**config.mk**
```make
export PLATFORM = sky130hd
export DESIGN_NAME = module_a_xchg
export DESIGN_NICKNAME = d
export VERILOG_FILES = /design/src/rtl/module_a_xchg_pkg.sv /design/src/rtl/module_a_xchg_ram.sv /design/src/rtl/module_a_xchg.sv
export SDC_FILE = /design/constraint.sdc
export NUM_CORES = 1
export LEC_CHECK = 0
export CAP_MARGIN = 20
export CORE_MARGIN = 2
export CORE_UTILIZATION = 44
export DETAILED_ROUTE_END_ITERATION = 8
export SYNTH_ARGS = -nofsm -noshare
export SYNTH_HDL_FRONTEND = slang
export SYNTH_SLANG_ARGS = --single-unit
```
**constraint.sdc**
```tcl
create_clock -name clk -period 7.4 [get_ports clk]
set_input_delay 1.11 -clock clk [delete_from_list [all_inputs] [get_ports clk]]
set_output_delay 1.11 -clock clk [all_outputs]
set_load 0.02 [all_outputs]
```
**src/rtl/module_a_xchg_pkg.sv**
```systemverilog
// Shared defaults and entry layout for the A-side exchange FIFO.
// Entry layout: {tag, data}, tag field above the data field.
package module_a_xchg_pkg;

  localparam int unsigned DEF_DATA_W  = 32;
  localparam int unsigned DEF_TAG_W   = 4;
  localparam int unsigned DEF_DEPTH   = 8;
  localparam int unsigned DEF_ENTRY_W = DEF_TAG_W + DEF_DATA_W;

  // Data occupies the low bits of an entry, tag sits directly above it.
  localparam int unsigned DATA_LSB = 0;

  function automatic int unsigned entry_w(input int unsigned tag_w, input int unsigned data_w);
    return tag_w + data_w;
  endfunction

  function automatic int unsigned tag_lsb(input int unsigned data_w);
    return DATA_LSB + data_w;
  endfunction

endpackage

```
**src/rtl/module_a_xchg_ram.sv**
```systemverilog
// DEPTH x ENTRY_W storage: one synchronous write port, one asynchronous read port, no reset.
module module_a_xchg_ram
  import module_a_xchg_pkg::*;
#(
  parameter int unsigned ENTRY_W = DEF_ENTRY_W,
  parameter int unsigned DEPTH   = DEF_DEPTH,
  parameter int unsigned PTR_W   = $clog2(DEPTH)
) (
  input  logic               clk,
  input  logic               we_i,
  input  logic [PTR_W-1:0]   waddr_i,
  input  logic [ENTRY_W-1:0] wdata_i,
  input  logic [PTR_W-1:0]   raddr_i,
  output logic [ENTRY_W-1:0] rdata_o
);

  logic [ENTRY_W-1:0] mem_q [DEPTH];

  always_ff @(posedge clk) begin
    if (we_i) begin
      mem_q[waddr_i] <= wdata_i;
    end
  end

  assign rdata_o = mem_q[raddr_i];

endmodule

```
**src/rtl/module_a_xchg.sv**
```systemverilog
// A-side exchange: FWFT FIFO buffering B's words with their A-side tag, plus occupancy.
// Optional running XOR of popped data when MODULE_A_XCHG_CHECKSUM_EN is defined.
module module_a_xchg
  import module_a_xchg_pkg::*;
#(
  parameter int unsigned DATA_W = DEF_DATA_W,
  parameter int unsigned TAG_W  = DEF_TAG_W,
  parameter int unsigned DEPTH  = DEF_DEPTH,
  parameter int unsigned CNT_W  = $clog2(DEPTH + 1)
) (
  input  logic              clk,
  input  logic              rst_n,
  input  logic [DATA_W-1:0] data_from_B,
  input  logic              data_from_B_valid,
  output logic              data_from_B_ready,
  input  logic [TAG_W-1:0]  a_extra_in,
  output logic [DATA_W-1:0] data_to_B,
  output logic              data_to_B_valid,
  input  logic              data_to_B_ready,
  output logic [TAG_W-1:0]  a_extra_out,
  input  logic              flush,
  output logic [CNT_W-1:0]  level
`ifdef MODULE_A_XCHG_CHECKSUM_EN
  ,
  output logic [DATA_W-1:0] checksum
`endif
);

  localparam int unsigned ENTRY_W = entry_w(TAG_W, DATA_W);
  localparam int unsigned T_LSB   = tag_lsb(DATA_W);
  localparam int unsigned PTR_W   = $clog2(DEPTH);

  logic [PTR_W-1:0]   wr_ptr_q, wr_ptr_d;
  logic [PTR_W-1:0]   rd_ptr_q, rd_ptr_d;
  logic [CNT_W-1:0]   level_q, level_d;
  logic [DATA_W-1:0]  hold_data_q, hold_data_d;
  logic [TAG_W-1:0]   hold_tag_q, hold_tag_d;
  logic [ENTRY_W-1:0] wr_entry;
  logic [ENTRY_W-1:0] rd_entry;
  logic               push;
  logic               pop;

  assign data_from_B_ready = (level_q != CNT_W'(DEPTH)) && !flush;
  assign data_to_B_valid   = (level_q != '0);
  assign push              = data_from_B_valid && data_from_B_ready;
  assign pop               = data_to_B_valid && data_to_B_ready;
  assign level             = level_q;
  assign wr_entry          = {a_extra_in, data_from_B};

  module_a_xchg_ram #(
    .ENTRY_W (ENTRY_W),
    .DEPTH   (DEPTH),
    .PTR_W   (PTR_W)
  ) u_ram (
    .clk     (clk),
    .we_i    (push),
    .waddr_i (wr_ptr_q),
    .wdata_i (wr_entry),
    .raddr_i (rd_ptr_q),
    .rdata_o (rd_entry)
  );

  // Head is read straight from storage; when empty the last shown head is held.
  assign data_to_B   = data_to_B_valid ? rd_entry[DATA_LSB +: DATA_W] : hold_data_q;
  assign a_extra_out = data_to_B_valid ? rd_entry[T_LSB +: TAG_W]     : hold_tag_q;

  always_comb begin
    wr_ptr_d    = wr_ptr_q;
    rd_ptr_d    = rd_ptr_q;
    level_d     = level_q;
    hold_data_d = data_to_B;
    hold_tag_d  = a_extra_out;
    if (flush) begin
      wr_ptr_d = '0;
      rd_ptr_d = '0;
      level_d  = '0;
    end else begin
      // DEPTH is a power of two, so natural pointer overflow is the modulo wrap.
      if (push) wr_ptr_d = wr_ptr_q + PTR_W'(1);
      if (pop)  rd_ptr_d = rd_ptr_q + PTR_W'(1);
      case ({push, pop})
        2'b10:   level_d = level_q + CNT_W'(1);
        2'b01:   level_d = level_q - CNT_W'(1);
        default: level_d = level_q;
      endcase
    end
  end

  always_ff @(posedge clk or negedge rst_n) begin
    if (!rst_n) begin
      wr_ptr_q    <= '0;
      rd_ptr_q    <= '0;
      level_q     <= '0;
      hold_data_q <= '0;
      hold_tag_q  <= '0;
    end else begin
      wr_ptr_q    <= wr_ptr_d;
      rd_ptr_q    <= rd_ptr_d;
      level_q     <= level_d;
      hold_data_q <= hold_data_d;
      hold_tag_q  <= hold_tag_d;
    end
  end

`ifdef MODULE_A_XCHG_CHECKSUM_EN
  logic [DATA_W-1:0] csum_q, csum_d;

  // Flush wins over a same-cycle pop.
  always_comb begin
    csum_d = csum_q;
    if (flush)    csum_d = '0;
    else if (pop) csum_d = csum_q ^ data_to_B;
  end

  always_ff @(posedge clk or negedge rst_n) begin
    if (!rst_n) csum_q <= '0;
    else        csum_q <= csum_d;
  end

  assign checksum = csum_q;
`endif

endmodule

```
# Word-level counts from Yosys, hierarchy flattened

Memory sizes are Yosys's and may differ from the RTL's.
Cells that the tools add are included.
W data, S select, Z words.

Register bits: 46
Memory bits (writable): 288
Input port bits: 41
Output and inout port bits: 42
Memories kept: 1

Add/subtract/negate cells: 4
Equal/unequal tests: 3
Multiplexer cells: 10
Reductions and logical operators: 8

Memories:

| memory      | words | width | rd ports | clocked after Yosys merged registers in | wr ports | line                    | source |
|---|---|---|---|---|---|---|---|
| u_ram.mem_q | 8     | 36    | 1        | 0                                       | 1        | module_a_xchg_ram.sv:17 | `logic [ENTRY_W-1:0] mem_q [DEPTH];` |

Operators by type and width:

| kind                  | count |
|---|---|
| $mux W32              | 1 |
| $mux W3               | 4 |
| $mux W4               | 2 |
| $pmux W4 S2           | 1 |
| $add A3 B1 Y3 const B | 2 |
| $add A4 B1 Y4 const B | 1 |
| $ne A4 B4 Y1 const B  | 1 |
| $reduce_bool A2 Y1    | 2 |
| $reduce_bool A4 Y1    | 1 |
| $sub A4 B1 Y4 const B | 1 |
| $logic_and A1 B1 Y1   | 3 |
| $reduce_bool A3 Y1    | 1 |
| $eq A2 B1 Y1 const B  | 1 |
| $eq A2 B2 Y1 const B  | 1 |
| $mux W1               | 2 |
| $logic_not A1 Y1      | 1 |

# Logic depth before layout (Yosys ltp)

Gate-level depths: netlist of run 1.

Word-level depth: 6
Depth in mapped cells: 9

# By module

A second synthesis of run 1 with hierarchy kept.

Cells, all modules: 648
Area, all modules: 13,146.4 sq um

Modules (own cells, without submodules):

| module            | times used | cells an instance | area each (sq um) |
|---|---|---|---|
| module_a_xchg_ram | 1          | 429               | 11,141.9 |
| module_a_xchg     | 1          | 219               | 2,004.4 |

# Worst setup path after synthesis of run 1

No wires, ideal clock.

Kind: input port to flip-flop
Start point: input port data_from_B_valid
End point: memory u_ram.mem_q[0][0] (netlist bit), enable pin
Library setup time: 0.519 ns
Arrival time: 4.957 ns
Setup slack: 1.924 ns
Cell stages on the path: 3
Path through: nor2b_1 -> nand2_1 -> nor4_1

Longest elaborated chain between the ends: 3

RTL lines:

| item                          | line                    | source |
|---|---|---|
| from (decl)                   | module_a_xchg.sv:14     | `input logic data_from_B_valid,` |
| $logic_and A1 B1 Y1           | module_a_xchg.sv:45     | `assign push = data_from_B_valid && data_from_B_ready;` |
| $mux W1                       | module_a_xchg_ram.sv:20 | `if (we_i) begin` |
| $mux W1 (not written as such) | module_a_xchg_ram.sv:21 | `mem_q[waddr_i] <= wdata_i;` |
| to (decl)                     | module_a_xchg_ram.sv:17 |  |

Every way passes these cells.

# Final worst setup path of run 1

Start point: register rd_ptr_q[0]
End point: output port data_to_B[16]

Longest elaborated chain between the ends: 2

RTL lines:

| item                   | line                | source |
|---|---|---|
| from (decl)            | module_a_xchg.sv:34 | `logic [PTR_W-1:0] rd_ptr_q, rd_ptr_d;` |
| from (signal assigned) | module_a_xchg.sv:98 | `rd_ptr_q <= rd_ptr_d;` |
| $mem_v2 Z8 W36         | -                   |  |
| $mux W32               | module_a_xchg.sv:64 | `assign data_to_B = data_to_B_valid ? rd_entry[DATA_LSB +: DATA_W] : hold_data_q;` |
| to (decl)              | module_a_xchg.sv:17 | `output logic [DATA_W-1:0] data_to_B,` |

Every way passes these cells.

==> impl_metrics.ini, run 1 <==
[placed_design]
io_buffer_count = 82
numPlacedInstances = 1057
place.gp.congestion = 0.708
place.detailed.hpwl_mm = 13.3

[synthesis]
synth_compound_gate_area_share_pct = 1.98
mappedNetlistArea_um2 = 12700
synth_top_area_share_pct = 68.3
netlist.top_cell.by_area = sky130_fd_sc_hd__edfxtp_1
synth-xor-area-share_pct = 0.682
syn-instance-count = 604
synth.yosys.seq_area_share_pct = 77.4
main_combinational_cell_family_by_area_after_synthesis = multiplexers
ys_types = 29
synth_nets = 649
netlist_top_cells_area = sky130_fd_sc_hd__edfxtp_1 68%, sky130_fd_sc_hd__mux4_2 13%, sky130_fd_sc_hd__dfrtp_1 9.1%
syn_avg_cell_area_um2 = 21.0
synth-seq-cells = 334
synth-simple-area-share_pct = 2.56
post_synth_mux_area_share_pct = 15.9
synth_warnings = 0
yosys.area_share.adder_pct = 0.395

[route]
detail_route.iter0.violations = 402
total_number_of_vias = 5959
drt_drc_violations_left = 0
detail_route.first_pass.iterations = 4
routed_wl_mm = 24.9
route.detailed.wl_per_inst_um = 22.2
viasPerCell = 5.30
drtAntennaViolNets = 0

[worst_setup_path]
critPathBufInv = 3
worst_setup_path_start_kind = flop
worstSetupStartpoint = rd_ptr_q[0]
rrSetupSlack_ns = 4.47
worst-path-max-fanout = 32
worstRegToRegCells = 5
crit_type = reg -> out
timing.critical_path.slowest_stage_cell = sky130_fd_sc_hd__dfrtp_4
worstPathCellList = buf_16 -> buf_4 -> mux4_2 -> mux2i_1 -> o21ai_0 -> clkdlybuf4s50_1
path_delay_family = buffers and inverters
worst_ep_arrival_time_ns = 3.60
worst_r2r_startpoint = level[1]
critical_path.endpoint_type = output port
r2r_end = u_ram.mem_q[5][1]
critical_path_required_ns = 6.29
critical_path.max_stage_delay_ns = 0.69
critPathCapture = data_to_B[16]
count_of_cell_instances_traversed_by_the_critical_path = 6

[timing]
fin_tns_setup_ns = 0
maxSlewViolCount = 0
setup_viol = 0
final.setup_skew_ns = 0.0109
period_share_pct = 63.7
min_period_ns = 4.71
final_hold_vio_count = 0
rsz0062_at_grt = false
slew_worst_pin_ns = 0.773
highest_clock_frequency_the_design_can_meet_mhz = 212
worst_slew_margin_relative_to_its_limit_pct = 48.5

[clock_tree]
post_cts.resized_instances = 0
numClockSinks = 334
ctsHoldBuffers = 0
cts_max_path_bufs = 3
cts.clk_slew.worst_paths_ns = 0.06
worst_skew_pair.late_latency_ns = 0.51
htree_levels = 2
tritoncts = built
postCtsSetupRepairBufs = 0
numCtsBuffers = 35
clock-root-buffer = sky130_fd_sc_hd__clkbuf_16

[global_route]
gr-usage-all-layers_pct = 17.0
grt_antenna_before_repair = 1
grt_start_max_net_pins = 75
global_route.overflow_total = 0
via_count_of_the_first_global_routing_pass = 6364
grt_pass1_wl_mm = 38.8

[floorplanning]
num_io_pins = 83
initial_core_util_pct = 44.3
floorplan.die.width_um = 174
die_height_um = 174
core.rowCount = 62
dieArea_um2 = 30100
core_region_area_um2 = 28500

[power]
irDropWorstVdd_mv = 0.281
power.density_cell_area_nw_per_um2 = 389
power.static_leakage_nw = 4.89

[finish]
final-instance-count-excl-fill = 1124
layout-area-overhead-vs-synth_pct = 19.9
final_net_count = 757
layout.filler_cells = 2313
drive_above_1_share_pct = 21.0

[status]
outcome = finished, final reports clean

[hold_path]
kind_of_path_behind_the_tightest_hold_check = reg -> reg
worst_hold_path.num_cells = 2

[run]
max-cap-violations = 0
==> cells in the mapped netlist <==
| cell type | number |
|---|---|
| sky130_fd_sc_hd__edfxtp_1 | 288 |
| sky130_fd_sc_hd__mux4_2 | 72 |
| sky130_fd_sc_hd__dfrtp_1 | 46 |
| sky130_fd_sc_hd__nand2_1 | 43 |
| sky130_fd_sc_hd__mux2i_1 | 39 |
| sky130_fd_sc_hd__o21ai_0 | 37 |
| sky130_fd_sc_hd__clkbuf_1 | 16 |
| sky130_fd_sc_hd__nor2_1 | 14 |
| sky130_fd_sc_hd__buf_2 | 10 |
| sky130_fd_sc_hd__xor2_1 | 6 |
| sky130_fd_sc_hd__nor3_1 | 5 |
| sky130_fd_sc_hd__ha_1 | 4 |
| sky130_fd_sc_hd__buf_1 | 3 |
| sky130_fd_sc_hd__nand2b_1 | 3 |
| sky130_fd_sc_hd__a31oi_1 | 2 |
| sky130_fd_sc_hd__inv_1 | 2 |
| sky130_fd_sc_hd__xnor2_1 | 2 |
| sky130_fd_sc_hd__a21oi_4 | 1 |
| sky130_fd_sc_hd__a32oi_1 | 1 |
| sky130_fd_sc_hd__clkbuf_2 | 1 |
| sky130_fd_sc_hd__nand3_1 | 1 |
| sky130_fd_sc_hd__nand3b_1 | 1 |
| sky130_fd_sc_hd__nor2b_1 | 1 |
| sky130_fd_sc_hd__nor4_1 | 1 |
| sky130_fd_sc_hd__nor4_2 | 1 |
| sky130_fd_sc_hd__nor4b_2 | 1 |
| sky130_fd_sc_hd__o41ai_4 | 1 |
| sky130_fd_sc_hd__or4b_4 | 1 |
| sky130_fd_sc_hd__xnor2_2 | 1 |
==> tightest hold or removal path, cell delays in order (launching register included) <==
cell and delay [ns]:
sky130_fd_sc_hd__dfrtp_1 0.32, sky130_fd_sc_hd__nand2_1 0.04, sky130_fd_sc_hd__o21ai_0 0.09
==> report_power, final <==
group          internal [W]  leakage [nW]  total (W)  switching, W
Clock              0.000979         0.533    0.00166      0.000678
Combinational      0.000881          1.18    0.00189       0.00101
Sequential          0.00223          3.17    0.00235      0.000119
==> logic make-up (layout without fill, tap and decap cells) <==
| group | after synthesis | count (layout) |
|---|---|---|
| fa+ha+maj | 4 | 4 |
| flops | 334 | 334 |
| buf+inv | 32 | 167 |
| mux | 111 | 111 |
| simple gates | 72 | 72 |
| xor+xnor | 9 | 9 |
| compound gates | 42 | 42 |
| other cells | 0 | 1 |
==> metrics by stage <==
step	total power (W)	util, %	hold WS, ns	cell area (um^2)	setup WS (ns)
2_1_floorplan	0.00352	-	0.572	12700	1.92
3_3_place_gp	0.00427	49.1	0.475	14000	2.97
3_5_place_dp	0.00429	49.1	0.479	14000	2.92
4_1_cts	0.00596	53.0	0.492	15100	2.37
5_1_grt	0.00619	53.1	0.522	15200	2.45
6_report	0.00590	53.2	0.492	15200	2.69
==> layer usage <==
layer	track usage, %	routed length (um)
met5	0	0
met4	3.75	378
met3	3.36	1260
met2	27.8	12200
met1	24.2	11000
==> worst min-delay path by stage <==
stage | end | slack (ns) | start
2_1_floorplan | wr_ptr_q[1] | 0.57 | wr_ptr_q[1]
3_3_place_gp | hold_data_q[9] | 0.47 | hold_data_q[9]
3_5_place_dp | hold_data_q[22] | 0.48 | hold_data_q[22]
4_1_cts | hold_data_q[27] | 0.49 | hold_data_q[27]
5_1_grt | hold_tag_q[1] | 0.52 | hold_tag_q[1]
6_report | hold_data_q[27] | 0.49 | hold_data_q[27]
==> final cells by class <==
type                       instances  area [um^2]  share of cell area (%)
clock inverter                    10         88.8                   0.585
tap                              384          480                    3.17
sequential                       334         9810                    64.6
antenna                            1         2.50                  0.0165
timing repair buffer             101          998                    6.58
clock buffer                      54         1010                    6.65
inverter                           2         7.51                  0.0495
multi-input combinational        238         2780                    18.3
==> registers in the layout, indices dropped and copies added, names as in the netlist <==
register and count:
wr_ptr_q 3, hold_data_q 32, u_ram.mem_q 288, rd_ptr_q 3, level 4, hold_tag_q 4
==> layout by cell type, fill, tap and decap left out, types with 2 or more instances in the layout <==
cell,Yosys,layout
sky130_fd_sc_hd__ha_1,4,4
sky130_fd_sc_hd__nor3_2,0,4
sky130_fd_sc_hd__nand2b_1,3,3
sky130_fd_sc_hd__clkinv_1,0,4
sky130_fd_sc_hd__a31oi_1,2,2
sky130_fd_sc_hd__nor2_4,0,3
sky130_fd_sc_hd__xor2_1,6,6
sky130_fd_sc_hd__dfrtp_1,46,43
sky130_fd_sc_hd__clkinv_2,0,2
sky130_fd_sc_hd__dfrtp_4,0,2
sky130_fd_sc_hd__nand2_1,43,43
sky130_fd_sc_hd__mux4_2,72,72
sky130_fd_sc_hd__xnor2_1,2,2
sky130_fd_sc_hd__mux2i_1,39,39
sky130_fd_sc_hd__clkbuf_1,16,14
sky130_fd_sc_hd__inv_6,0,2
sky130_fd_sc_hd__nor2_1,14,11
sky130_fd_sc_hd__clkbuf_16,0,36
sky130_fd_sc_hd__edfxtp_1,288,288
sky130_fd_sc_hd__inv_1,2,2
sky130_fd_sc_hd__clkdlybuf4s50_1,0,81
sky130_fd_sc_hd__buf_16,0,2
sky130_fd_sc_hd__buf_4,0,17
sky130_fd_sc_hd__clkbuf_8,0,4
sky130_fd_sc_hd__o21ai_0,37,37
Power figures use the tool's default switching activity.
==> inputs of run 2 (changes only) <==
==> constraint.sdc (replaced) <==
create_clock -name clk -period 4.4 [get_ports clk]
set_input_delay 0.66 -clock clk [delete_from_list [all_inputs] [get_ports clk]]
set_output_delay 0.66 -clock clk [all_outputs]
set_load 0.02 [all_outputs]
==> impl_metrics.ini, run 2 (synthesis gave the netlist of run 1 again) <==
[status]
outcome = finished, final reports clean

[route]
viasPerCell = 5.37
routed_wl_mm = 25.1
route.detailed.wl_per_inst_um = 22.2
total_number_of_vias = 6069
detail_route.iter0.violations = 468
detail_route.first_pass.iterations = 5
drtAntennaViolNets = 0
drt_drc_violations_left = 0

[floorplanning]
dieArea_um2 = 30100
die_height_um = 174
num_io_pins = 83
core_region_area_um2 = 28500
floorplan.die.width_um = 174
initial_core_util_pct = 44.3
core.rowCount = 62

[worst_setup_path]
worstPathCellList = mux4_2 -> mux2i_1 -> o21ai_0 -> clkdlybuf4s50_1
worst_ep_arrival_time_ns = 3.19
crit_type = reg -> out
worst-path-max-fanout = 63
critical_path.endpoint_type = output port
worst_setup_path_start_kind = flop
critPathBufInv = 1
critical_path_required_ns = 3.74
timing.critical_path.slowest_stage_cell = sky130_fd_sc_hd__dfrtp_4
critical_path.max_stage_delay_ns = 1.05
path_delay_family = flip-flops

[timing]
worst_slew_margin_relative_to_its_limit_pct = 36.2
maxSlewViolCount = 0
slew_worst_pin_ns = 0.957
setup_viol = 0
period_share_pct = 87.4
final_critical_path_setup_slack_ns = 0.553
highest_clock_frequency_the_design_can_meet_mhz = 260
final_hold_vio_count = 0
rsz0062_at_grt = false
min_period_ns = 3.85
final.setup_skew_ns = 0.00916
fin_tns_setup_ns = 0

[global_route]
gr-usage-all-layers_pct = 17.3
via_count_of_the_first_global_routing_pass = 6633
global_route.overflow_total = 0
grt_antenna_before_repair = 1
grt_start_max_net_pins = 74
grt_pass1_wl_mm = 39.3

[clock_tree]
worst_skew_pair.late_latency_ns = 0.51
tritoncts = built
post_cts.resized_instances = 0
ctsHoldBuffers = 0
cts.clk_slew.worst_paths_ns = 0.06
clock-root-buffer = sky130_fd_sc_hd__clkbuf_16
postCtsSetupRepairBufs = 0
htree_levels = 2
numClockSinks = 334
numCtsBuffers = 36
cts_max_path_bufs = 3

[power]
total_switching_power_w = 0.00305
power.density_cell_area_nw_per_um2 = 658
swShare_pct = 30.3
p_int_w = 0.00701
irDropWorstVdd_mv = 0.430
power.static_leakage_nw = 4.96
power_frac_seq_pct = 39.7
comb_power_share_pct = 31.2
pwr-share-clk_pct = 29.1

[finish]
layout.cells.most_common = sky130_fd_sc_hd__edfxtp_1
area.sequential_um2 = 9810
reg.largest.list = u_ram.mem_q (288), hold_data_q (32)
multi_input_area_um2 = 2790
layout.filler_cells = 2263
layout_common_cells = 288 x sky130_fd_sc_hd__edfxtp_1, 81 x sky130_fd_sc_hd__clkdlybuf4s50_1, 72 x sky130_fd_sc_hd__mux4_2, 43 x sky130_fd_sc_hd__nand2_1, 43 x sky130_fd_sc_hd__dfrtp_1
largest_reg_flops = 288
insertedDiodeCount = 0
final_net_count = 764
layout-area-overhead-vs-synth_pct = 20.8
drive_above_1_share_pct = 22.4
final-instance-count-excl-fill = 1130
max_flop_register = u_ram.mem_q

[run]
max-cap-violations = 0

[placed_design]
io_buffer_count = 82
numPlacedInstances = 1065
place.detailed.hpwl_mm = 14.2
detailedPlace.worstSlack_ns = 1.04
place.gp.congestion = 0.707

[hold_path]
kind_of_path_behind_the_tightest_hold_check = in -> async
-- run 2: changes by cell type in the layout (fill, tap and decap cells not counted), sizes merged --
cell    change
buf         +6
diode       -1
clkbuf      -2
clkinv      +3
bufinv      +1
inv         -1
-- run 2: worst register-to-register path: stages (launching register included) --
cell and delay [ns]:
sky130_fd_sc_hd__dfrtp_1 0.62, sky130_fd_sc_hd__nor4b_2 0.13, sky130_fd_sc_hd__nor2_1 0.38, sky130_fd_sc_hd__nand2_1 0.31
sky130_fd_sc_hd__nor2_4 0.48, sky130_fd_sc_hd__buf_12 0.30
-- run 2: final cells by class --
cell class,count,area share [%]
sequential,334,64.2
clock inverter,13,0.827
multi-input combinational,238,18.2
inverter,2,0.0491
timing repair buffer,107,6.73
tap,384,3.14
clock buffer,52,6.83
-- run 2: path summary, 6_finish.rpt --
check                                    start                end  slack [ns]  cells after the start
max in group asynchronous                rst_n        rd_ptr_q[1]        3.37                      2
worst min-delay path                     rst_n      hold_tag_q[1]        0.13                      1
worst max-delay path               rd_ptr_q[1]     a_extra_out[3]        0.55                      4
min in group clk                hold_data_q[5]     hold_data_q[5]        0.49                      2
worst min register to register  hold_data_q[5]     hold_data_q[5]        0.49                      2
worst max register to register        level[1]  u_ram.mem_q[5][7]        1.84                      5
-- run 2: power groups by stage --
stage / registers (W) / logic, W / clock network [W]
after floorplan: 0.00392 / 0.00200 / 0
after global placement: 0.00405 / 0.00315 / 0
after detailed placement: 0.00407 / 0.00318 / 0
after CTS: 0.00400 / 0.00320 / 0.00300
after global routing: 0.00404 / 0.00340 / 0.00313
final: 0.00399 / 0.00314 / 0.00293
-- run 2: layer usage --
layer	GRT usage, %	vias up	share of wire [%]
met5	0	-	0.052
met4	4.27	2	1.7
met1	23.9	3187	44
met2	28.6	173	48
met3	3.68	38	5.8
li1	-	2669	-
-- run 2: stage by stage --
step           util (%)  power [W]  hold slack (ns)  area, um^2
2_1_floorplan         -    0.00592            0.364       12700
3_3_place_gp       49.4    0.00720            0.471       14100
3_5_place_dp       49.4    0.00724            0.481       14100
4_1_cts            53.5     0.0102            0.122       15300
5_1_grt            53.5     0.0106            0.142       15300
6_report           53.5     0.0101            0.129       15300
